$ cat src/rtl/seq_serializer.sv
// Parallel-in, serial-out stage with a one-word pending buffer.
// It feeds the 10110 sequence detector with gap-free bit streams.
module seq_serializer #(
  parameter int unsigned WIDTH      = 8,
  parameter logic        IDLE_LEVEL = 1'b0,
  parameter int unsigned CNT_W      = $clog2(WIDTH)
) (
  input  logic             clk,
  input  logic             rst,
  input  logic [WIDTH-1:0] in_data,
  input  logic             in_valid,
  input  logic             in_msb_first,
  output logic             in_ready,
  output logic             ser_out,
  output logic             ser_valid,
  output logic             word_done,
  output logic             busy
);

  typedef enum logic {
    ST_IDLE  = 1'b0,
    ST_SHIFT = 1'b1
  } state_e;

  localparam logic [CNT_W-1:0] LAST_CNT = CNT_W'(WIDTH - 1);

  state_e             state_q, state_d;
  logic [WIDTH-1:0]   shreg_q, shreg_d;
  logic               msb_q, msb_d;
  logic [CNT_W-1:0]   cnt_q, cnt_d;
  logic [WIDTH-1:0]   pend_data_q, pend_data_d;
  logic               pend_msb_q, pend_msb_d;
  logic               pend_valid_q, pend_valid_d;
  logic               ser_out_q, ser_out_d;
  logic               ser_valid_q, ser_valid_d;
  logic               word_done_q, word_done_d;
  logic               busy_q, busy_d;

  logic               accept;
  logic               last_bit;
  logic               can_load;
  logic               do_load;
  logic [WIDTH-1:0]   load_data;
  logic               load_msb;

  assign in_ready  = !pend_valid_q;
  assign ser_out   = ser_out_q;
  assign ser_valid = ser_valid_q;
  assign word_done = word_done_q;
  assign busy      = busy_q;

  // Next-state: load selection, pending buffer and bit shifting
  always_comb begin
    state_d      = state_q;
    shreg_d      = shreg_q;
    msb_d        = msb_q;
    cnt_d        = cnt_q;
    pend_data_d  = pend_data_q;
    pend_msb_d   = pend_msb_q;
    pend_valid_d = pend_valid_q;
    ser_out_d    = ser_out_q;
    ser_valid_d  = ser_valid_q;
    word_done_d  = word_done_q;
    do_load      = 1'b0;
    load_data    = in_data;
    load_msb     = in_msb_first;

    accept   = in_valid && !pend_valid_q;
    last_bit = (state_q == ST_SHIFT) && (cnt_q == LAST_CNT);
    can_load = (state_q == ST_IDLE) || last_bit;

    // Pending word wins; otherwise a fresh word bypasses the buffer
    if (can_load) begin
      if (pend_valid_q) begin
        do_load      = 1'b1;
        load_data    = pend_data_q;
        load_msb     = pend_msb_q;
        pend_valid_d = 1'b0;
      end else if (accept) begin
        do_load = 1'b1;
      end
    end else if (accept) begin
      pend_data_d  = in_data;
      pend_msb_d   = in_msb_first;
      pend_valid_d = 1'b1;
    end

    if (do_load) begin
      state_d     = ST_SHIFT;
      cnt_d       = '0;
      msb_d       = load_msb;
      ser_valid_d = 1'b1;
      word_done_d = 1'b0;
      ser_out_d   = load_msb ? load_data[WIDTH-1] : load_data[0];
      shreg_d     = load_msb ? (load_data << 1) : (load_data >> 1);
    end else if ((state_q == ST_SHIFT) && !last_bit) begin
      cnt_d       = cnt_q + CNT_W'(1);
      ser_out_d   = msb_q ? shreg_q[WIDTH-1] : shreg_q[0];
      shreg_d     = msb_q ? (shreg_q << 1) : (shreg_q >> 1);
      word_done_d = ((cnt_q + CNT_W'(1)) == LAST_CNT);
    end else begin
      state_d     = ST_IDLE;
      cnt_d       = '0;
      shreg_d     = '0;
      ser_valid_d = 1'b0;
      ser_out_d   = IDLE_LEVEL;
      word_done_d = 1'b0;
    end

    busy_d = (state_d == ST_SHIFT) || pend_valid_d;
  end

  always_ff @(posedge clk or negedge rst) begin
    if (!rst) begin
      state_q      <= ST_IDLE;
      shreg_q      <= '0;
      msb_q        <= 1'b0;
      cnt_q        <= '0;
      pend_data_q  <= '0;
      pend_msb_q   <= 1'b0;
      pend_valid_q <= 1'b0;
      ser_out_q    <= IDLE_LEVEL;
      ser_valid_q  <= 1'b0;
      word_done_q  <= 1'b0;
      busy_q       <= 1'b0;
    end else begin
      state_q      <= state_d;
      shreg_q      <= shreg_d;
      msb_q        <= msb_d;
      cnt_q        <= cnt_d;
      pend_data_q  <= pend_data_d;
      pend_msb_q   <= pend_msb_d;
      pend_valid_q <= pend_valid_d;
      ser_out_q    <= ser_out_d;
      ser_valid_q  <= ser_valid_d;
      word_done_q  <= word_done_d;
      busy_q       <= busy_d;
    end
  end

endmodule

$ cat config.mk
export PLATFORM = sky130hd
export DESIGN_NAME = seq_serializer
export DESIGN_NICKNAME = d
export VERILOG_FILES = /design/src/rtl/seq_serializer.sv
export SDC_FILE = /design/constraint.sdc
export NUM_CORES = 1
export LEC_CHECK = 0
export BUFFER_PORTS_ARGS = -buffer_cell sky130_fd_sc_hd__buf_2
export CAP_MARGIN = 40
export CORE_UTILIZATION = 38
export CTS_CLUSTER_DIAMETER = 60
export DETAILED_ROUTE_END_ITERATION = 7
export SLEW_MARGIN = 20
export SYNTH_ARGS = -nofsm -noshare
export SYNTH_HDL_FRONTEND = slang
export SYNTH_SLANG_ARGS = --single-unit
export TNS_END_PERCENT = 100
$ cat constraint.sdc
create_clock -name clk -period 4.7 [get_ports clk]
set_input_delay 0 -clock clk [delete_from_list [all_inputs] [get_ports clk]]
set_output_delay 0 -clock clk [all_outputs]
set_load 0.01 [all_outputs]
After elaboration in Yosys (flattened, before gate mapping)
Cells that the tools add are included.

storage, ports and cells
  bits in read-only memories = 0
  memories = 0
  latch bits = 0
  memory bits (writable) = 0
  flip-flop bits (word level) = 27

cells by class
  add/sub/neg operators = 1
  bitwise logic cells = 2
  equal/unequal tests = 3
  reduce and logical (&&, ||, !) cells = 8
  multiply operators = 0
  multiplexer cells = 25
  div/mod/pow operators = 0
  shift operators = 0
  $lt $le $gt $ge = 0

operator list
  cell                   count
  $mux W8                6
  $mux W1                17
  $eq A3 B3 Y1 const B   2
  $mux W3                2
  $add A3 B1 Y3 const B  1
  $logic_and A1 B1 Y1    3
  $logic_not A1 Y1       2
  $logic_or A1 B1 Y1     2
  $ne A2 B2 Y1 const B   1
  $not A1 Y1             2
  $reduce_and A2 Y1      1

Logic depth before layout (Yosys ltp)
Gate-level depths: netlist of run 1.

  depth after elaboration = 7
  depth in mapped cells = 8
  depth with buffers taken out = 6

Worst setup path after synthesis of run 1
OpenSTA, ideal clock, no wires.

  path kind = register to register
  start = register cnt_q[0]
  end = register shreg_q[1]
  clock period less this slack = 1.818 ns
  stages on the path, launching flop included = 8
  data arrival time = 1.692 ns
  setup slack = 2.882 ns
  data required time = 4.574 ns
  cell sequence = dfrtp_1 > ha_1 > ha_1 > nand2b_4 > buf_8 > nand2_8 > mux2_4 > a221o_1

on the way
  longest elaborated chain between the ends = 6

RTL lines
  item                                                           line    text
  start, declared                                                30      logic [CNT_W-1:0] cnt_q, cnt_d;
  start signal, assigned                                         130     cnt_q <= cnt_d;
  $eq A3 B3 Y1 *                                                 69      last_bit = (state_q == ST_SHIFT) && (cnt_q == LAST_CNT);
  $logic_and A1 B1 Y1 *                                          69
  $logic_or A1 B1 Y1 / $logic_not A1 Y1 (equally long branches)  70, 96
  $mux W8 (tied with other cells)                                73      if (can_load) begin
  $mux W8 (on tied branches)                                     95, 96
  $mux W8 *                                                      88      if (do_load) begin
  via shreg_d[1]                                                 28      logic [WIDTH-1:0] shreg_q, shreg_d;
  end signal, assigned                                           128     shreg_q <= shreg_d;
  end, declared                                                  28

Mark *: on every way through the listed nets, which the timed path passes. The rest lies on a longest branch.
A chain may end at the register's enable or synchronous reset.

Worst setup path in the final report of run 1
  start = register cnt_q[0]
  end = register ser_out_q (netlist: ser_out)

on the way
  longest elaborated chain between the ends = 6

RTL lines
  item                                                           line    text
  $eq A3 B3 Y1 *                                                 69
  $logic_and A1 B1 Y1 *                                          69
  $logic_or A1 B1 Y1 / $logic_not A1 Y1 (equally long branches)  70, 96
  $mux W8 (tied with other cells)                                73
  $mux W1 (on tied branches)                                     94, 96
  $mux W1 *                                                      88
  via ser_out_d                                                  34      logic ser_out_q, ser_out_d;
  end signal, assigned                                           134     ser_out_q <= ser_out_d;
  end, declared                                                  34

Marked as above.

==> qor.txt, run 1 <==
status = finished, final reports clean
power density over the cells = 563 nW/um^2
core area = 3340 sq um
RePlAce Congestion = 0.853
CTS Sinks = 27
worst setup path category = flop to flop
Critical Path End Type = flop
std cell rows = 21
required time of the critical path = 4.92 ns
final setup fails = 0
Horiz. Die Dim = 60.9 microns
HPWL after DPL = 1800 microns
final net count = 149
Startpoint Class = flop
pin count of the biggest net entering global routing = 28
register area share after synthesis = 0.512
Leak = 0.715 nW
placed insts = 164
RSZ-0062 raised after global routing = no
non-filler cells, final = 179
initial antenna violation count = 0
Buffers on Ports = 16
total track usage = 0.147
clk_lat worst skew = 0.31 ns
fin crit share = 0.446
die area = 3710 sq um
Final Hold Fails = 0
via density per instance = 5.13
register area = 676 sq um
Tmin final = 2.10 ns
I/O pins = 17
final setup skew = 0.00191 ns
CTS tree = yes
layout cells sized above 1 = 0.278
Multi-input gate area = 599 sq um
Critical path origin = cnt_q[0]
final total power = 877 uW
Slew @ Worst Pin = 0.597 ns
Post-CTS Resized = 0
Synth Area per Inst = 12.3 sq um
initial core utilization = 0.395
Root Buffer Master = clkbuf_4
total number of vias = 919
CP max FO = 15
Area Overhead vs Synth = 18.0%
Die Ht = 60.9 microns
Final WS setup = 2.60 ns
n_diodes = 0
first-pass GRT wire length = 4020 microns
Inserted Clock Buffers = 3
fmax = 0.477 GHz
H-tree depth = 1
Cell Area, Synth = 1320 sq um
Clock Path Buffers = 2
Setup Buffers After CTS = 0
drt wl/cell = 13.5 microns
crit path DAT = 2.32 ns
cells after synthesis = 107
pre-CTS setup slack = 2.62 ns
DRT antenna net count = 0
DRC violations left = 0
Max VDD drop = 0.000288 V
Mapped Nets = 122
vias in the first global route = 837
R2R Path Start = cnt_q[0]
synth warn = 0
hold crit path type = input port to asynchronous set/reset pin
Filler Cells Inserted = 313
Max Cap Violations = 0
Clock Pin Slew Worst Setup and Hold Paths = 0.13 ns
drt initial violations = 35
Setup TNS Final = 0 ns
DR pass1 iterations = 4
Yosys reg bits = 27
Max Slew Vio Count = 0
Slew HR = 0.602
library cells used by synthesis = 35
final WL = 2430 microns
GRT overflow = 0
==> sequential cells by signal, summed over array words and instances, names as in the netlist <==
name	count
busy	1
cnt_q	3
msb_q	1
pend_data_q	8
pend_msb_q	1
pend_valid_q	1
ser_out	1
ser_valid	1
shreg_q	8
state_q	1
word_done	1
==> worst paths after layout <==
kind                                   to  slack [ns]  depth (start not counted)
min in group clk           pend_data_q[0]        0.46                          3
hold / removal                      msb_q        0.21                          2
hold reg to reg                  cnt_q[0]        0.48                          1
max in group asynchronous  pend_data_q[3]        4.10                          2
setup / recovery                  ser_out        2.60                          6
setup reg to reg                  ser_out        2.60                          6
==> cells by family after synthesis <==
kind of cell    synth area share
simple gates               0.130
buf+inv                   0.0332
mux                        0.176
fa+ha+maj                 0.0285
compound gates             0.120
flops                      0.512
==> routing by layer <==
layer | track usage | vias to the layer above | share of wire
li1 | - | 443 | -
met3 | 0.0256 | 2 | 0.054
met5 | 0 | - | 0
met4 | 0.0357 | 0 | 0.0025
met1 | 0.223 | 429 | 0.47
met2 | 0.217 | 45 | 0.47
==> cells in the final DEF (no fill, tap or decap) <==
| cell | instances |
|---|---|
| dfrtp_1 | 27 |
| nand2_1 | 4 |
| a221o_1 | 2 |
| ha_1 | 3 |
| inv_1 | 2 |
| mux2_2 | 13 |
| and3_1 | 2 |
| nor3_1 | 1 |
| o21ai_0 | 1 |
| a21boi_0 | 1 |
| nand3b_1 | 1 |
| a31o_1 | 1 |
| o21a_1 | 2 |
| o2bb2ai_1 | 1 |
| nand2b_1 | 2 |
| nand2_8 | 1 |
| dlygate4sd3_1 | 11 |
| buf_2 | 16 |
| nor2_4 | 1 |
| mux2i_1 | 7 |
| clkbuf_1 | 1 |
| mux2_4 | 1 |
| nor2_1 | 10 |
| a221oi_1 | 1 |
| nor2b_1 | 1 |
| a21oi_1 | 1 |
| o31ai_1 | 2 |
| a222oi_1 | 4 |
| clkbuf_4 | 3 |
| and2_1 | 1 |
| nand3_1 | 1 |
| and2b_1 | 1 |
| o21ai_1 | 5 |
| nand2b_4 | 1 |
| and3_4 | 1 |
==> area by class of cell <==
cell class | count | share of cell area
clock buffer | 4 | 0.0169
inverter | 2 | 0.00482
multi-input combinational | 73 | 0.385
sequential | 27 | 0.434
tap | 46 | 0.0370
timing repair buffer | 27 | 0.122
==> report_power, final <==
group	total (mW)	internal [mW]	switching, mW
combinational	0.377	0.197	0.180
sequential	0.405	0.330	0.0751
clock	0.0948	0.0331	0.0617
==> stage by stage <==
step | instance area [sq um] | utilization | hold slack, ns
after floorplan | 1320 | - | -0.296
after global placement | 1420 | 0.426 | 0.0353
after detailed placement | 1420 | 0.426 | 0.0480
after CTS | 1560 | 0.466 | 0.224
after global routing | 1560 | 0.466 | 0.277
final | 1560 | 0.466 | 0.211
==> synthesized netlist by cell type, drive strengths merged <==
library cell	instances	area, sq um
o2bb2ai	1	8.76
mux2i	7	70.1
a221oi	1	8.76
nand2b	3	26.3
inv	2	7.51
a21oi	1	5.00
a221o	2	20.0
nand2	5	35.0
mux2	14	161
buf	4	32.5
o21ai	6	30.0
and2	1	6.26
o21a	2	15.0
nor2b	1	6.26
nor3	1	5.00
a222oi	4	40.0
nor2	11	48.8
a21boi	1	7.51
dfrtp	27	676
and2b	1	7.51
nand3	1	5.00
and3	3	23.8
ha	3	37.5
clkbuf	1	3.75
o31ai	2	15.0
nand3b	1	7.51
a31o	1	8.76
==> worst max-delay path, stage by stage (launching register included) <==
cell and delay, ns:
dfrtp_1 0.42, ha_1 0.21, ha_1 0.19, and2b_1 0.45, nor2_1 0.17, a221o_1 0.37
a31o_1 0.18
==> what timing repair did <==
action	CTS	global route
endpoints found under the setup margin	0	0
hold endpoints to repair	45	0
hold buffers	11	0
(Power assumes the default switching activity.)
==> run 2, diff against run 1 <==
==> constraint.sdc (replaced) <==
create_clock -name clk -period 1.8 [get_ports clk]
set_input_delay 0 -clock clk [delete_from_list [all_inputs] [get_ports clk]]
set_output_delay 0 -clock clk [all_outputs]
set_load 0.01 [all_outputs]
==> run 2 against run 1 <==
Critical path depth unchanged. Non-clock buffer count increased by 8. Global-route usage is 0.57 points higher. Wire length is 5.8% higher. Flip-flop and latch count did not move. Critical path type unchanged. First-iteration DRC count is 110% higher.
==> qor.txt, run 2 (synthesized netlist as in run 1, its figures left out) <==
Placed Area = 1460 sq um (was 1420 sq um)
Leak = 0.749 nW (was 0.715 nW)
grt peak-use layer = met1 (unchanged)
std cell rows = 21 (unchanged)
GRT overflow = 0 (unchanged)
Filler Cells Inserted = 306 (was 313)
DRC violations left = 0 (unchanged)
total number of vias = 957 (was 919)
via density per instance = 5.12 (was 5.13)
Slew @ Worst Pin = 0.591 ns (was 0.597 ns)
crit path DAT = 1.99 ns (was 2.32 ns)
Max VDD drop = 0.000734 V (was 0.000288 V)
pre-CTS setup slack = 0.0226 ns (was 2.62 ns)
power density over the cells = 1510 nW/um^2 (was 563 nW/um^2)
final setup fails = 0 (unchanged)
initial antenna violation count = 0 (unchanged)
Max Cap Violations = 0 (unchanged)
final WL = 2570 microns (was 2430 microns)
Worst R2R Path Depth = 6 (unchanged)
fmax = 0.570 GHz (was 0.477 GHz)
RePlAce Congestion = 0.792 (was 0.853)
largest registers = pend_data_q (8), shreg_q (8), cnt_q (3) (unchanged)
layout cells sized above 1 = 0.355 (was 0.278)
CP max FO = 6 (was 15)
Critical Path End Type = flop (unchanged)
Clock Pin Slew Worst Setup and Hold Paths = 0.15 ns (was 0.13 ns)
Slew HR = 0.606 (was 0.602)
Critical path origin = cnt_q[0] (unchanged)
most common cell after layout, fill and taps aside = dfrtp_1 (unchanged)
met2 GRT Util = 0.207 (was 0.217)
most frequent cells in the layout = dfrtp_1, buf_2, mux2_2, dlygate4sd3_1, nor2_1 (unchanged)
worst setup path category = flop to flop (unchanged)
final setup skew = 0.0105 ns (was 0.00191 ns)
clk_lat worst skew = 0.34 ns (was 0.31 ns)
Buffers on Ports = 16 (unchanged)
Critical path destination = shreg_q[1] (was ser_out)
Root Buffer Master = clkbuf_4 (unchanged)
die area = 3710 sq um (unchanged)
R2R Path End = shreg_q[1] (was ser_out)
Horiz. Die Dim = 60.9 microns (unchanged)
hold crit path type = input port to asynchronous set/reset pin (unchanged)
status = finished, final reports clean (unchanged)
required time of the critical path = 2.03 ns (was 4.92 ns)
pin count of the biggest net entering global routing = 28 (unchanged)
Final Hold Fails = 0 (unchanged)
total track usage = 0.153 (was 0.147)
R2R Path Start = cnt_q[0] (unchanged)
DRT antenna net count = 0 (unchanged)
n_diodes = 0 (unchanged)
Design Area, Final = 1630 sq um (was 1560 sq um)
Tmin final = 1.75 ns (was 2.10 ns)
drt initial violations = 73 (was 35)
I/O pins = 17 (unchanged)
Final WS setup = 0.0458 ns (was 2.60 ns)
core area = 3340 sq um (unchanged)
H-tree depth = 1 (unchanged)
Max Slew Vio Count = 0 (unchanged)
first-pass GRT wire length = 4130 microns (was 4020 microns)
initial core utilization = 0.395 (unchanged)
vias in the first global route = 852 (was 837)
GR met1 Demand/Resource = 0.232 (was 0.223)
HPWL after DPL = 1820 microns (was 1800 microns)
Startpoint Class = flop (unchanged)
final total power = 2.46 mW (was 877 uW)
DR pass1 iterations = 4 (unchanged)
Area Overhead vs Synth = 23.8% (was 18.0%)
GRT met3 Usage = 0.0192 (was 0.0256)
Inserted Clock Buffers = 3 (unchanged)
drt wl/cell = 13.7 microns (was 13.5 microns)
worst reg2reg setup slack = 0.05 ns (was 2.60 ns)
Die Ht = 60.9 microns (unchanged)
final net count = 157 (was 149)
Clock Path Buffers = 2 (unchanged)
fin crit share = 0.975 (was 0.446)
CTS Sinks = 27 (unchanged)
CTS tree = yes (unchanged)
==> run 2: changes by cell type in the layout (fill, tap and decap cells not counted) <==
cell	before	now
a221oi_2	0	1
mux2i_1	7	6
clkbuf_1	1	0
ha_2	0	2
a221oi_1	1	0
mux2i_2	0	1
ha_1	3	1
buf_4	0	8
clkinv_2	0	1
==> run 2: worst min path at each step <==
stage / startpoint / endpoint / slack, ns / cells past startpoint
5_1_grt: rst / pend_data_q[5] / 0.25 / 2
3_3_place_gp: rst / shreg_q[5] / 0.03 / 1
2_1_floorplan: rst / busy / -0.30 / 0
4_1_cts: rst / shreg_q[6] / 0.21 / 2
3_5_place_dp: rst / shreg_q[6] / 0.05 / 1
6_report: rst / shreg_q[6] / 0.17 / 2
==> run 2: stage by stage <==
stage,std cells,hold slack (ns),utilization,setup TNS [ns]
floorplan,107,-0.296,-,0
global placement,169,0.0340,0.438,0
detailed placement,169,0.0452,0.438,0
CTS,185,0.213,0.481,0
global route,187,0.255,0.489,-0.00132
finish,187,0.174,0.489,0
==> run 2: final cells by class <==
class / instances / area (sq um) / share of cell area
sequential: 27 / 676 / 0.414
timing repair buffer: 35 / 250 / 0.153
clock buffer: 3 / 22.5 / 0.0138
clock inverter: 1 / 5.00 / 0.00307
tap: 46 / 57.6 / 0.0352
inverter: 2 / 7.51 / 0.00460
multi-input combinational: 73 / 614 / 0.376
==> run 2: timing repair <==
| item | 4_1_cts | 5_1_grt |
|---|---|---|
| hold buffers | 11 | 0 |
| gates resized for setup | 0 | 3 |
| pin swaps | 0 | 1 |
| setup buffers | 1 | 2 |
| endpoints found under the hold margin | 46 | 0 |
| endpoints found under the setup margin | 1 | 8 |
==> run 2: worst max-delay path, stage by stage, from the launching register on <==
cell and delay, ns:
dfrtp_1 0.42, ha_2 0.18, ha_2 0.17, nand2b_4 0.19, nand2_8 0.09, mux2_4 0.30, a221o_1 0.32
==> run 2: metal layers <==
layer,vias up,wire length [microns]
met1,462,1300
li1,462,-
met5,-,0
met4,0,57
met3,6,90
met2,27,1110
==> run 2: power by group <==
part	switching, mW	leakage [nW]	internal [mW]	total (mW)
sequential	0.194	0.318	0.862	1.06
combinational	0.506	0.413	0.626	1.13
clock	0.190	0.0177	0.0837	0.273
